### src/rtl/axis_bscan_cmd_pkg.sv
// ----------------------------------------------------------------------------
// axis_bscan_cmd_pkg
//   Shared definitions for the boundary-scan command interpreter:
//   - header opcodes (NOP / WRITE / READ / ECHO)
//   - header field bit positions
//   - FSM state encoding
//   - write-acknowledge word builder
// ----------------------------------------------------------------------------
package axis_bscan_cmd_pkg;

   // Header word layout: [31:30] opcode, [29:22] LEN, [21:16] ignored,
   // [15:0] start address.
   localparam int HDR_OP_MSB   = 31;
   localparam int HDR_OP_LSB   = 30;
   localparam int HDR_LEN_MSB  = 29;
   localparam int HDR_LEN_LSB  = 22;
   localparam int HDR_ADDR_MSB = 15;
   localparam int HDR_ADDR_LSB = 0;

   typedef enum logic [1:0] {
      OP_NOP   = 2'b00,
      OP_WRITE = 2'b01,
      OP_READ  = 2'b10,
      OP_ECHO  = 2'b11
   } opcode_e;

   typedef enum logic [2:0] {
      ST_IDLE   = 3'd0,
      ST_WDATA  = 3'd1,
      ST_RISSUE = 3'd2,
      ST_RWAIT  = 3'd3,
      ST_RESP   = 3'd4
   } state_e;

   // Acknowledge returned after the last word of a WRITE burst: echoes the
   // WRITE opcode and LEN, and reports the address following the burst.
   function automatic logic [31:0] make_ack(input logic [7:0]  len,
                                            input logic [15:0] final_addr);
      return {OP_WRITE, len, 6'd0, final_addr};
   endfunction

endpackage

### src/rtl/axis_bscan_cmd_outreg.sv
// ----------------------------------------------------------------------------
// axis_bscan_cmd_outreg
//   Single-entry response register driving the transmit stream.
//   Ports:
//     clk, rst            clock, asynchronous active-high reset
//     load, load_data     write request; honoured only when free=1
//     m_tdata, m_tvalid   registered stream output, stable while stalled
//     m_tready            downstream accept
//     free                register is empty or drains this cycle
// ----------------------------------------------------------------------------
module axis_bscan_cmd_outreg #(
   parameter int DATA_WIDTH = 32
) (
   input  logic                  clk,
   input  logic                  rst,
   input  logic                  load,
   input  logic [DATA_WIDTH-1:0] load_data,
   output logic [DATA_WIDTH-1:0] m_tdata,
   output logic                  m_tvalid,
   input  logic                  m_tready,
   output logic                  free
);

   logic [DATA_WIDTH-1:0] data_q, data_d;
   logic                  valid_q, valid_d;

   // Free also covers the drain cycle so a new word can follow the
   // outgoing one without a bubble.
   assign free = !valid_q || m_tready;

   always_comb begin
      data_d  = data_q;
      valid_d = valid_q;
      if (valid_q && m_tready) begin
         valid_d = 1'b0;
      end
      if (load && free) begin
         data_d  = load_data;
         valid_d = 1'b1;
      end
   end

   always_ff @(posedge clk or posedge rst) begin
      if (rst) begin
         data_q  <= '0;
         valid_q <= 1'b0;
      end else begin
         data_q  <= data_d;
         valid_q <= valid_d;
      end
   end

   assign m_tdata  = data_q;
   assign m_tvalid = valid_q;

endmodule

### src/rtl/axis_bscan_cmd.sv
// ----------------------------------------------------------------------------
// axis_bscan_cmd
//   Host-side command interpreter for the JTAG boundary-scan stream link.
//   Decodes 32-bit command headers from the scan receive stream, runs burst
//   register writes/reads on a single-cycle register bus, and returns
//   acknowledge / read-data / echo words on the transmit stream.
//   Ports:
//     aclk, areset                    clock, asynchronous active-high reset
//     s_axis_tdata/tvalid/tready      command words in
//     m_axis_tdata/tvalid/tready      response words out
//     bus_addr, bus_wdata, bus_wren   register write (one-cycle strobe)
//     bus_rden, bus_rdata             register read; rdata one cycle later
// ----------------------------------------------------------------------------
module axis_bscan_cmd
   import axis_bscan_cmd_pkg::*;
#(
   parameter int ADDR_WIDTH = 16,
   parameter int DATA_WIDTH = 32
) (
   input  logic                  aclk,
   input  logic                  areset,
   input  logic [DATA_WIDTH-1:0] s_axis_tdata,
   input  logic                  s_axis_tvalid,
   output logic                  s_axis_tready,
   output logic [DATA_WIDTH-1:0] m_axis_tdata,
   output logic                  m_axis_tvalid,
   input  logic                  m_axis_tready,
   output logic [ADDR_WIDTH-1:0] bus_addr,
   output logic [DATA_WIDTH-1:0] bus_wdata,
   output logic                  bus_wren,
   output logic                  bus_rden,
   input  logic [DATA_WIDTH-1:0] bus_rdata
);

   state_e                state_q,     state_d;
   logic [ADDR_WIDTH-1:0] addr_q,      addr_d;
   logic [8:0]            cnt_q,       cnt_d;      // words remaining, 1..256
   logic [7:0]            len_q,       len_d;
   logic [DATA_WIDTH-1:0] resp_q,      resp_d;     // ECHO word or WRITE ack
   logic [ADDR_WIDTH-1:0] bus_addr_q,  bus_addr_d;
   logic [DATA_WIDTH-1:0] bus_wdata_q, bus_wdata_d;
   logic                  bus_wren_q,  bus_wren_d;
   logic                  s_tready_q,  s_tready_d;

   logic                  s_hs;
   logic                  out_free;
   logic                  out_load;
   logic [DATA_WIDTH-1:0] out_data;
   logic [ADDR_WIDTH-1:0] addr_inc;
   logic [15:0]           fin_addr16;
   opcode_e               hdr_op;

   assign s_hs     = s_axis_tvalid && s_tready_q;
   assign hdr_op   = opcode_e'(s_axis_tdata[HDR_OP_MSB:HDR_OP_LSB]);
   assign addr_inc = addr_q + 1'b1;   // wraps modulo 2^ADDR_WIDTH

   always_comb begin
      fin_addr16                   = '0;
      fin_addr16[ADDR_WIDTH-1:0]   = addr_inc;
   end

   // The read strobe is combinational so the read can launch in the same
   // cycle the output register drains; this keeps reads at one per two
   // cycles while still guaranteeing the register is empty when the data
   // returns in RWAIT.
   assign bus_rden = (state_q == ST_RISSUE) && out_free;

   always_comb begin
      state_d     = state_q;
      addr_d      = addr_q;
      cnt_d       = cnt_q;
      len_d       = len_q;
      resp_d      = resp_q;
      bus_addr_d  = bus_addr_q;
      bus_wdata_d = bus_wdata_q;
      bus_wren_d  = 1'b0;
      out_load    = 1'b0;
      out_data    = resp_q;

      unique case (state_q)
         ST_IDLE: begin
            if (s_hs) begin
               len_d  = s_axis_tdata[HDR_LEN_MSB:HDR_LEN_LSB];
               cnt_d  = {1'b0, s_axis_tdata[HDR_LEN_MSB:HDR_LEN_LSB]} + 9'd1;
               addr_d = s_axis_tdata[HDR_ADDR_LSB +: ADDR_WIDTH];
               unique case (hdr_op)
                  OP_ECHO: begin
                     resp_d  = s_axis_tdata;
                     state_d = ST_RESP;
                  end
                  OP_WRITE: state_d = ST_WDATA;
                  OP_READ: begin
                     bus_addr_d = s_axis_tdata[HDR_ADDR_LSB +: ADDR_WIDTH];
                     state_d    = ST_RISSUE;
                  end
                  default: ;   // NOP: header consumed, nothing else
               endcase
            end
         end

         ST_WDATA: begin
            if (s_hs) begin
               bus_wren_d  = 1'b1;
               bus_addr_d  = addr_q;
               bus_wdata_d = s_axis_tdata;
               addr_d      = addr_inc;
               cnt_d       = cnt_q - 9'd1;
               if (cnt_q == 9'd1) begin
                  resp_d  = make_ack(len_q, fin_addr16);
                  state_d = ST_RESP;
               end
            end
         end

         ST_RISSUE: begin
            if (out_free) begin
               state_d = ST_RWAIT;
            end
         end

         ST_RWAIT: begin
            // Register was free when the read launched, so this load
            // always lands.
            out_load   = 1'b1;
            out_data   = bus_rdata;
            addr_d     = addr_inc;
            bus_addr_d = addr_inc;
            cnt_d      = cnt_q - 9'd1;
            state_d    = (cnt_q == 9'd1) ? ST_IDLE : ST_RISSUE;
         end

         ST_RESP: begin
            if (out_free) begin
               out_load = 1'b1;
               state_d  = ST_IDLE;
            end
         end

         default: state_d = ST_IDLE;
      endcase

      s_tready_d = (state_d == ST_IDLE) || (state_d == ST_WDATA);
   end

   always_ff @(posedge aclk or posedge areset) begin
      if (areset) begin
         state_q     <= ST_IDLE;
         addr_q      <= '0;
         cnt_q       <= '0;
         len_q       <= '0;
         resp_q      <= '0;
         bus_addr_q  <= '0;
         bus_wdata_q <= '0;
         bus_wren_q  <= 1'b0;
         s_tready_q  <= 1'b0;
      end else begin
         state_q     <= state_d;
         addr_q      <= addr_d;
         cnt_q       <= cnt_d;
         len_q       <= len_d;
         resp_q      <= resp_d;
         bus_addr_q  <= bus_addr_d;
         bus_wdata_q <= bus_wdata_d;
         bus_wren_q  <= bus_wren_d;
         s_tready_q  <= s_tready_d;
      end
   end

   assign s_axis_tready = s_tready_q;
   assign bus_addr      = bus_addr_q;
   assign bus_wdata     = bus_wdata_q;
   assign bus_wren      = bus_wren_q;

   axis_bscan_cmd_outreg #(
      .DATA_WIDTH (DATA_WIDTH)
   ) u_outreg (
      .clk       (aclk),
      .rst       (areset),
      .load      (out_load),
      .load_data (out_data),
      .m_tdata   (m_axis_tdata),
      .m_tvalid  (m_axis_tvalid),
      .m_tready  (m_axis_tready),
      .free      (out_free)
   );

endmodule

### config.mk
export PLATFORM = sky130hd
export DESIGN_NAME = axis_bscan_cmd
export DESIGN_NICKNAME = d
export VERILOG_FILES = /design/src/rtl/axis_bscan_cmd_pkg.sv /design/src/rtl/axis_bscan_cmd_outreg.sv /design/src/rtl/axis_bscan_cmd.sv
export SDC_FILE = /design/constraint.sdc
export NUM_CORES = 1
export LEC_CHECK = 0
export CAP_MARGIN = 20
export CORE_MARGIN = 2
export CORE_UTILIZATION = 56
export CTS_CLUSTER_DIAMETER = 120
export DETAILED_ROUTE_END_ITERATION = 8
export GPL_TIMING_DRIVEN = 0
export PLACE_DENSITY = 0.93
export SLEW_MARGIN = 0
export SYNTH_ARGS = -nofsm -noshare
export SYNTH_HDL_FRONTEND = slang
export SYNTH_HIERARCHICAL = 1
export SYNTH_SLANG_ARGS = --single-unit
export TNS_END_PERCENT = 30
### constraint.sdc
create_clock -name aclk -period 10.2 [get_ports aclk]
set_input_delay 1.02 -clock aclk [delete_from_list [all_inputs] [get_ports aclk]]
set_output_delay 1.02 -clock aclk [all_outputs]
set_load 0.01 [all_outputs]
* Word-level counts from Yosys, hierarchy flattened *
Cells that the tools add are included.

cells by class
  add/sub/neg operators = 3
  eq/ne operators = 14
  mux-type cells = 30
  reduce and logical (&&, ||, !) cells = 17

operators by type and width
  kind                   count
  $mux 32                5
  $pmux 16 s3            2
  $mux 16                5
  $pmux 32 s2            1
  $pmux 9 s3             1
  $mux 9                 2
  $add 16x1->16 const B  1
  $mux 3                 5
  $pmux 3 s5             1
  $add 8x1->9 const B    1
  $eq 9x1->1 const B     1
  $pmux 3 s3             1
  $sub 9x1->9 const B    1
  $eq 3x1->1 const B     2
  $eq 3x2->1 const B     2
  $logic_not 3->1        2
  $ne 2x2->1 const B     3
  $mux 1                 5
  $reduce_and 5->1       1
  $eq 2x2->1 const B     2
  $logic_and 1x1->1      4
  $ne 2x1->1 const B     2
  $reduce_and 2->1       2
  $reduce_and 4->1       1
  other kinds (9)        11

word-level totals
  bits in registers = 151
  input port bits = 68
  output and inout port bits = 84
  logic and storage cells = 75

* Logic depth before layout (Yosys ltp) *
Gate-level depths: netlist of the first run.

  word-level depth = 6
  depth in mapped cells = 8
  gate-level depth less buffers = 6

* By module *
The synthesis of the first run kept the hierarchy.

by module, submodules not included
  module                 times used  cells an instance  area each (um^2)  sequential area each (um^2)
  axis_bscan_cmd         1           711                6,274.8           2,952.8
  axis_bscan_cmd_outreg  1           72                 1,395.1           825.8

* Worst setup path before layout of the first run *
OpenSTA, ideal clock, no wires.

  kind = in2reg
  start point = input port s_axis_tvalid
  end point = register resp_q[0]
  setup time = 130 ps
  arrival = 2,315 ps
  data required time = 10,070 ps
  setup slack = 7,755 ps
  cell stages on the path = 7
  path buffers = 2
  cells stage by stage = nand2_1 > or3_1 > buf_1 > o21a_1 > buf_2 > nand2_1 > o21ai_0

between the ends
  word-level cells in the longest chain between the ends = 3
  elaborated cells between the ends (all ways) = 4
  classes of those cells = eq/ne: 2; reduce/logical: 2

RTL lines
  what                            line                   text
  start, declared                 axis_bscan_cmd.sv:23   input logic s_axis_tvalid,
  $logic_and 1x1->1 (*)           axis_bscan_cmd.sv:53   assign s_hs = s_axis_tvalid && s_tready_q;
  $ne 2x2->1 (no line)            -
  $reduce_and 5->1 (no line) (*)  -
  end signal, assigned            axis_bscan_cmd.sv:161  resp_q <= resp_d;
  end, declared                   axis_bscan_cmd.sv:39   logic [DATA_WIDTH-1:0] resp_q, resp_d;

Mark *: on every way between the ends. The rest lies on a longest branch, timed or not.
A chain may end at the register's enable or synchronous reset.

* Worst setup path after layout of the first run *
  start point = register state_q[1]
  end point = output port bus_rden

between the ends
  word-level cells in the longest chain between the ends = 2

RTL lines
  what                    line                   text
  start, declared         axis_bscan_cmd.sv:35   state_e state_q, state_d;
  start signal, assigned  axis_bscan_cmd.sv:157  state_q <= state_d;
  $eq 3x2->1              axis_bscan_cmd.sv:66   assign bus_rden = (state_q == ST_RISSUE) && out_free;
  $logic_and 1x1->1       axis_bscan_cmd.sv:66
  end, declared           axis_bscan_cmd.sv:31   output logic bus_rden,

Every way passes these cells.

==> results of run 1 <==
-- through the flow --
stage               hold slack, ps   util  setup WS, ps  power, mW  area, sq um
detailed placement             454  0.712          6740       2.71         9470
floorplan                      435      -          6050       2.07         7670
global route                   488  0.753          6500       3.53        10000
CTS                            470  0.753          6660       3.32        10000
finish                         467  0.753          6630       3.34        10000
global placement               449  0.707          4370       2.64         9400
-- worst reg2reg max path, delay by kind of cell (launching register included) --
family          cells  cell delay (ps)
flops               1              400
simple gates        2              460
buf+inv             2              580
compound gates      3             1130
-- how the worst max path moves through the flow --
stage / from / endpoint / slack (ps) / cells after the start
floorplan: areset / addr_q[0] / 6050 / 1
global placement: areset / bus_addr[5] / 4370 / 2
detailed placement: m_axis_tready / bus_rden / 6740 / 5
CTS: state_q[1] / bus_rden / 6660 / 5
global route: state_q[1] / bus_rden / 6500 / 5
finish: state_q[1] / bus_rden / 6630 / 5
-- routing by layer --
layer,track usage,wire length [um],vias up
li1,-,-,3063
met1,0.389,8420,3170
met2,0.474,10100,397
met3,0.0691,1840,80
met4,0.158,832,0
met5,0,0,-
-- cell usage after synthesis (all sizes together) (5+ instances only) --
cell and instances:
a31oi 13, and3 5, nor3 5, xnor2 14
o22ai 8, nand2 177, inv 9, mux2 73
or3 6, a222oi 6, nand2b 5, nand3 27
nor2 61, xor2 13, clkbuf 34, a21oi 43
buf 19, o21ai 54, nand4 7, dfrtp 151
-- power breakdown --
group / switching (mW) / leakage [nW] / internal (mW) / total (mW)
clock: 0.248 / 0.264 / 0.339 / 0.587
sequential: 0.191 / 1.82 / 0.892 / 1.08
combinational: 0.867 / 2.33 / 0.803 / 1.67
total: 1.31 / 4.41 / 2.03 / 3.34
-- registers in the layout, indices dropped and copies added, names as in the netlist --
name	cells
bus_wren	1
addr_q	16
bus_addr	16
bus_wdata	32
resp_q	32
u_outreg/m_tvalid	1
len_q	8
cnt_q	9
s_axis_tready	1
u_outreg/m_tdata	32
state_q	3
-- area by class of cell --
type | count | area (sq um)
Timing Repair Buffer | 154 | 1570
Tap cell | 176 | 220
Buffer | 53 | 280
Clock buffer | 19 | 443
Sequential cell | 151 | 3780
Clock inverter | 13 | 108
Fill cell | 893 | 3280
Inverter | 10 | 42.5
Multi-Input combinational cell | 569 | 3570
-- cell families after synthesis --
family / count (synthesis) / synth area share
simple gates: 311 / 0.176
fa+ha+maj: 4 / 0.00653
flops: 151 / 0.493
compound gates: 153 / 0.130
xor+xnor: 27 / 0.0308
buf+inv: 63 / 0.0414
mux: 74 / 0.123
==> flow_results.org, run 1 <==
** Setup path
- STA classifies the critical path startpoint as a register.
- Type of element capturing the critical path :: primary output
- The cell that appears most often on the critical path is clkbuf_1.
- On the worst path, the slowest cell contributes a delay of 550 ps.
- Required time of the critical path :: 9180 ps
- Count of buffer and inverter cells on the critical path :: 4
- The cell family contributing the most delay on the critical path is buffers and inverters.
- In this run the register-to-register setup slack is 7550 ps.
- Master of the slowest instance on the critical path :: clkdlybuf4s50_1
- In this run the critical register-to-register path is launched from state_q[2].
- The endpoint identified for the worst register-to-register timing path is bus_addr[9].
- Data on the critical path arrives at its endpoint at 2550 ps.
- Walking the worst path, the cells encountered are clkbuf_1 -> clkbuf_1 -> nand3_1 -> inv_1 -> clkdlybuf4s50_1.
- The number of cells on the worst reg-to-reg path is 7.
- Crit Path Category :: register to primary output
- Maximum net fanout on the critical path :: 10

** Synthesis
- Library cells used by synthesis :: 59
- Averaged over all synthesized cells, the footprint is 9.80 sq um.
- Portion of the post-synthesis area used by sequential elements :: 0.493
- Gate count of the mapped netlist :: 783
- Post-synthesis register bit count :: 151
- Counting flops with an async set or reset pin after synthesis yields a share of 1.00.
- Leading register cell type out of synthesis :: dfrtp_1
- For this run, the number of Yosys warnings is 6.
- The largest total area in the synthesized netlist belongs to dfrtp_1.
- Synthesis produced a netlist with a net count of 855.
- Area share of the largest cell type after synthesis :: 0.493
- Yosys mapped a number of flops with a built-in enable equal to 0.
- Dominant cells by area after synthesis :: dfrtp_1, nand2_1, mux2_2
- In this run the cell area of the synthesized design comes to 7670 sq um.

** Route
- The first detailed-routing pass took 8 iterations.
- Remaining number of nets flagged by the antenna check after routing :: 0
- Final routed wire length divided by cell count :: 18.5 um
- The first routing iteration left 823 violations.
- Final wirelength :: 21200 um
- Via-to-Cell Ratio :: 5.86
- Detailed routing inserted a total of 6710 vias.
- DRC violations left :: 0

** Timing
- Maximum achievable frequency :: 280 MHz
- Setup violations remaining at the end of the flow were counted as 0.
- The number of max-slew violations in the final report was 0.
- For the final database, setup skew stands at 13.6 ps.
- The worst pin sits at a relative slew slack of 0.340.
- For the pin with the worst max-slew slack, the measured transition is 990 ps.
- Portion of the clock cycle consumed by the worst path in the final layout :: 0.350
- The clock period could shrink to 3570 ps.
- RSZ-0062 raised after global routing :: false
- Post-Route Setup TNS :: 0 ps
- Count of endpoints failing hold in the final timing report :: 0

** Flow run
- The tool flagged a number of max-cap violations equal to 0.

** Die
- The die covers 14600 sq um.
- Core footprint :: 13300 sq um
- Measured along the x axis, the die boundary spans 121 um.
- For this configuration, the core starts out at a cell density of 0.577.
- Die boundary height :: 121 um
- During I/O placement, the number of pins put on the boundary was 152.
- Core Rows :: 42

** Clock tree
- Number of setup buffers added after CTS :: 0
- No sink is reached through more buffers than the 2 on the longest clock path.
- Clk_lat worst skew :: 430 ps
- Count of cells resized by post-cts repair :: 0
- The H-tree was split into 4 levels.
- Number of buffers inserted during clock tree synthesis :: 17
- After clock tree synthesis, the flow added hold-fix buffers numbering 0.
- Clock-pin slew was measured on the worst setup and hold paths at 60 ps.
- The tree is rooted in a clkbuf_16.
- The tree built by TritonCTS fans out to 151 sinks.
- TritonCTS built the clock tree.

** Layout
- Ant. Diodes :: 0
- Relative area change from synthesis to final layout :: 30.6%
- Most frequent standard cell in the layout excluding fill and tap cells :: nand2_1
- Once layout is complete, the cells apart from fillers number 1145.
- Most used cells in the layout excluding fill and tap cells :: nand2_1, dfrtp_1, clkdlybuf4s50_1
- Share of cells above drive strength 1 :: 0.148
- At the end of the flow, the number of nets in the layout was 1028.

** Global route
- Maximum number of pins on one net before global-route repair :: 64
- Vias in the first global route :: 6569
- Global Route Usage Sum :: 0.301
- The first global-routing pass estimated 34100 um of wire.
- The number of antenna violations at the first check in global routing is 0.
- GRT Residual Overflow :: 0

** Status
- Outcome :: complete, no violations

** Power
- Across the VDD grid, the largest voltage drop is 0.188 mV.
- Leakage dissipation :: 4.41 nW
- P per Cell Area :: 333 nW/um^2

** Placement
- Port bufs :: 151
- Cells after DPL :: 1113
- Final GP Congestion :: 0.944
- The wire-length estimate of the detail-placed layout is 14900 um.

** Worst hold path
- The worst hold path was traced through 2 stages.
- Type of the tightest min-delay check :: register to register
- In this run the most critical hold path is launched from resp_q[20].
- For hold timing, the worst endpoint is resp_q[20].
(Power assumes the default switching activity.)
==> inputs of run 2 (changes only) <==
--- a/config.mk
+++ b/config.mk
@@ -7,11 +7,11 @@
 export LEC_CHECK = 0
 export CAP_MARGIN = 20
 export CORE_MARGIN = 2
-export CORE_UTILIZATION = 56
+export CORE_UTILIZATION = 47
 export CTS_CLUSTER_DIAMETER = 120
 export DETAILED_ROUTE_END_ITERATION = 8
 export GPL_TIMING_DRIVEN = 0
-export PLACE_DENSITY = 0.93
+export PLACE_DENSITY = 0.84
 export SLEW_MARGIN = 0
 export SYNTH_ARGS = -nofsm -noshare
 export SYNTH_HDL_FRONTEND = slang
==> constraint.sdc (replaced) <==
create_clock -name aclk -period 2.88 [get_ports aclk]
set_input_delay 0.288 -clock aclk [delete_from_list [all_inputs] [get_ports aclk]]
set_output_delay 0.288 -clock aclk [all_outputs]
set_load 0.01 [all_outputs]
==> run 2 against run 1 <==
  * Clock power rose to 3.4 times the previous value
  * Die area is 18% higher
  * Non-clock buffer count is 1 higher
  * Highest routed layer is now met5
  * Worst setup slack got worse by 6400 ps
  * Utilization down 12 points
  * Clock skew shrank 3.9 ps
  * Worst hold slack got worse by 220 ps
  * Combinational power grew to 3.5 times the previous value
  * Sequential share of layout area down 0.12 points
  * Register-to-register slack worse by 7300 ps
  * Sequential power rose to 3.5 times the previous value
==> flow_results.org, run 2 (synthesized netlist as in run 1, its figures left out) <==
** Setup path
- Type of element capturing the critical path :: primary output
- Master of the slowest instance on the critical path :: clkdlybuf4s50_1
- The required time at the worst-slack endpoint is 2590 ps (-6590 ps).
- The largest stage delay on the critical path is 560 ps (about the same).
- The critical path buffer and inverter count is 4 (unchanged).
- Crit Path Category :: register to primary output
- Gate family responsible for the most delay along the worst path :: buffers and inverters
- Maximum net fanout on the critical path :: 10 (unchanged)
- The data arrival time of the critical path is 2360 ps (-190 ps).
- Category of the worst setup path launch point :: register
- Cell chain of the critical path :: clkbuf_1 -> clkbuf_2 -> nand3_1 -> inv_1 -> clkdlybuf4s50_1

** Clock tree
- Clock Pin Slew Worst Setup and Hold Paths :: 60 ps (about the same)
- Number of setup buffers added after CTS :: 0 (unchanged)
- The number of H-tree branching levels came to 4 (unchanged).
- The number of sinks on the clock net was 151 (unchanged).
- The maximum buffer depth of the clock tree is 2 (unchanged).
- TritonCTS built the clock tree.
- The post-cts resize count was 0 (unchanged).
- The number of hold buffers added after CTS came to 0 (unchanged).
- The CTS buffer count is 17 (unchanged).
- Root Driver :: clkbuf_16
- The clock insertion delay at the later pin of the skew report came to 430 ps (about the same).

** Die
- The count of boundary I/O pins is 152 (unchanged).
- Core footprint :: 15900 sq um (+20%)
- Initial Util :: 0.481 (-0.0958)
- The overall die area is 17400 sq um (+18%).
- Core Rows :: 46 (+9.5%)
- Die boundary height :: 132 um (+8.9%)
- Die X :: 132 um (+8.9%)

** Global route
- The first-pass GRT wire length is 34000 um (about the same).
- Global Route Usage Sum :: 0.247 (-0.0537)
- The maximum number of pins on one net before global-route repair is 43 (-33%).
- Initial antenna violation count :: 1 (+1)
- GRT Residual Overflow :: 0 (unchanged)
- The via count of the first global-routing pass is 6443 (-1.9%).

** Power
- The power density over cell area came to 1160 nW/um^2 (+250%).
- The switching power total was 4.59 mW (+250%).
- The combinational power share was 0.504 (+0.004).
- The total power was 11.7 mW (+250%).
- The design internal power is 7.10 mW (+250%).
- Net switching fraction of the power :: 0.393 (+0.00179)
- Leakage dissipation :: 4.39 nW (-0.33%)
- Worst IR drop on VDD :: 0.551 mV (+190%)
- The register share of total power is 0.327 (+0.003).
- The part of the total power dissipated in the clock network is 0.170 (-0.006).

** Route
- Via-to-Cell Ratio :: 5.50 (-6.1%)
- The number of violations reported at the end of detailed-routing iteration 0 is 685 (-17%).
- The first-pass detailed-route iteration total was 6 (-2).
- Final routed wire length divided by cell count :: 17.9 um (-3.4%)
- The via count of the routed design is 6523 (-2.8%).
- The remaining design rule violation count was 0 (unchanged).
- The wire length after detailed routing was 21200 um (about the same).
- Remaining number of nets flagged by the antenna check after routing :: 0 (unchanged)

** Layout
- Layout filler cell count :: 1310 (+47%)
- The total number of nets in the final design was 1029 (+0.097%).
- The total area of multi-input combinational cells came to 3570 sq um (unchanged).
- Share of cells above drive strength 1 :: 0.148 (+0.000879)
- The total area of sequential cells came to 3780 sq um (unchanged).
- Most used cells in the layout excluding fill and tap cells :: nand2_1, dfrtp_1, clkdlybuf4s50_1
- Ant. Diodes :: 0 (unchanged)
- Leaving out fill and tap cells, the most frequent cell in the layout is nand2_1.
- Relative area change from synthesis to final layout :: 31.0%

** Timing
- The number of max-slew violations in the final report came to 0 (unchanged).
- Post-route setup slack :: 227 ps (-6400 ps)
- Maximum achievable frequency :: 377 MHz
- RSZ-0062 raised after global routing :: false
- Actual transition at the worst max-transition pin :: 988 ps (-2.40 ps)
- The routed design could run at a clock period as short as 2650 ps.
- Portion of the clock cycle consumed by the worst path in the final layout :: 0.921
- The worst slew slack as a fraction of its limit is 0.342 (+0.00160).
- The count of endpoints failing setup in the final report was 0 (unchanged).
- The count of endpoints failing hold in the final timing report is 0 (unchanged).
- Setup Skew :: 9.73 ps (-3.90 ps)
- The worst hold margin came to 250 ps (-217 ps).

** Placement
- DP Wirelength :: 15600 um (+4.3%)
- The quantity of I/O buffers inserted on ports is 151 (unchanged).
- Pre-CTS WS :: 289 ps (-6460 ps)
- Final GP Congestion :: 0.907 (-4.0%)

** Flow run
- The count of maximum capacitance violations came to 0 (unchanged).

** Worst hold path
- Type of the tightest min-delay check :: primary input to asynchronous set/reset pin

** Status
- The run finished with clean final reports.
[run 2: worst register-to-register path, cell delays in order, from the launching register on]
cell	delay, ps
dfrtp_1	390
clkbuf_1	210
nand3b_1	400
o31a_1	230
a21oi_1	770
buf_2	360
nor2_1	60
a21oi_1	130
[run 2: through the flow]
stage	area, sq um	TNS, ps	util	std cells
3_3_place_gp	9460	-1770	0.593	1150
6_report	10000	0	0.630	1186
4_1_cts	10000	0	0.630	1186
3_5_place_dp	9530	0	0.598	1154
5_1_grt	10000	0	0.630	1186
2_1_floorplan	7670	0	-	783
[run 2: final cells by class]
type / instances / share of cell area
clock inverter: 13 / 0.00847
sequential: 151 / 0.376
timing repair buffer: 155 / 0.158
clock buffer: 19 / 0.0431
buffer: 53 / 0.0280
multi-input combinational: 569 / 0.356
tap: 216 / 0.0269
inverter: 10 / 0.00411
[run 2: power groups by stage]
stage,Sequential (mW),Combinational [mW],Clock (mW)
floorplan,3.96,3.36,0
global placement,3.78,5.63,0
detailed placement,3.84,5.81,0
CTS,3.82,5.86,2.00
global route,3.95,6.37,2.08
finish,3.82,5.89,1.98
[run 2: layer usage]
| metal | GRT usage | vias up | routed length (um) |
|---|---|---|---|
| li1 | - | 3058 | - |
| met1 | 0.322 | 3128 | 8970 |
| met2 | 0.413 | 294 | 10300 |
| met3 | 0.0477 | 41 | 1510 |
| met4 | 0.0912 | 2 | 444 |
| met5 | 0 | - | 13 |
[run 2: final timing paths]
check,from,cells past startpoint,to,slack (ps)
max,state_q[1],5,bus_rden,230
min,areset,2,u_outreg/m_tdata[23],250
max reg2reg,state_q[2],7,bus_addr[11],260
min reg2reg,resp_q[30],1,resp_q[30],470
max in group asynchronous,areset,3,resp_q[10],1800
min in group aclk,s_axis_tdata[17],3,resp_q[17],440
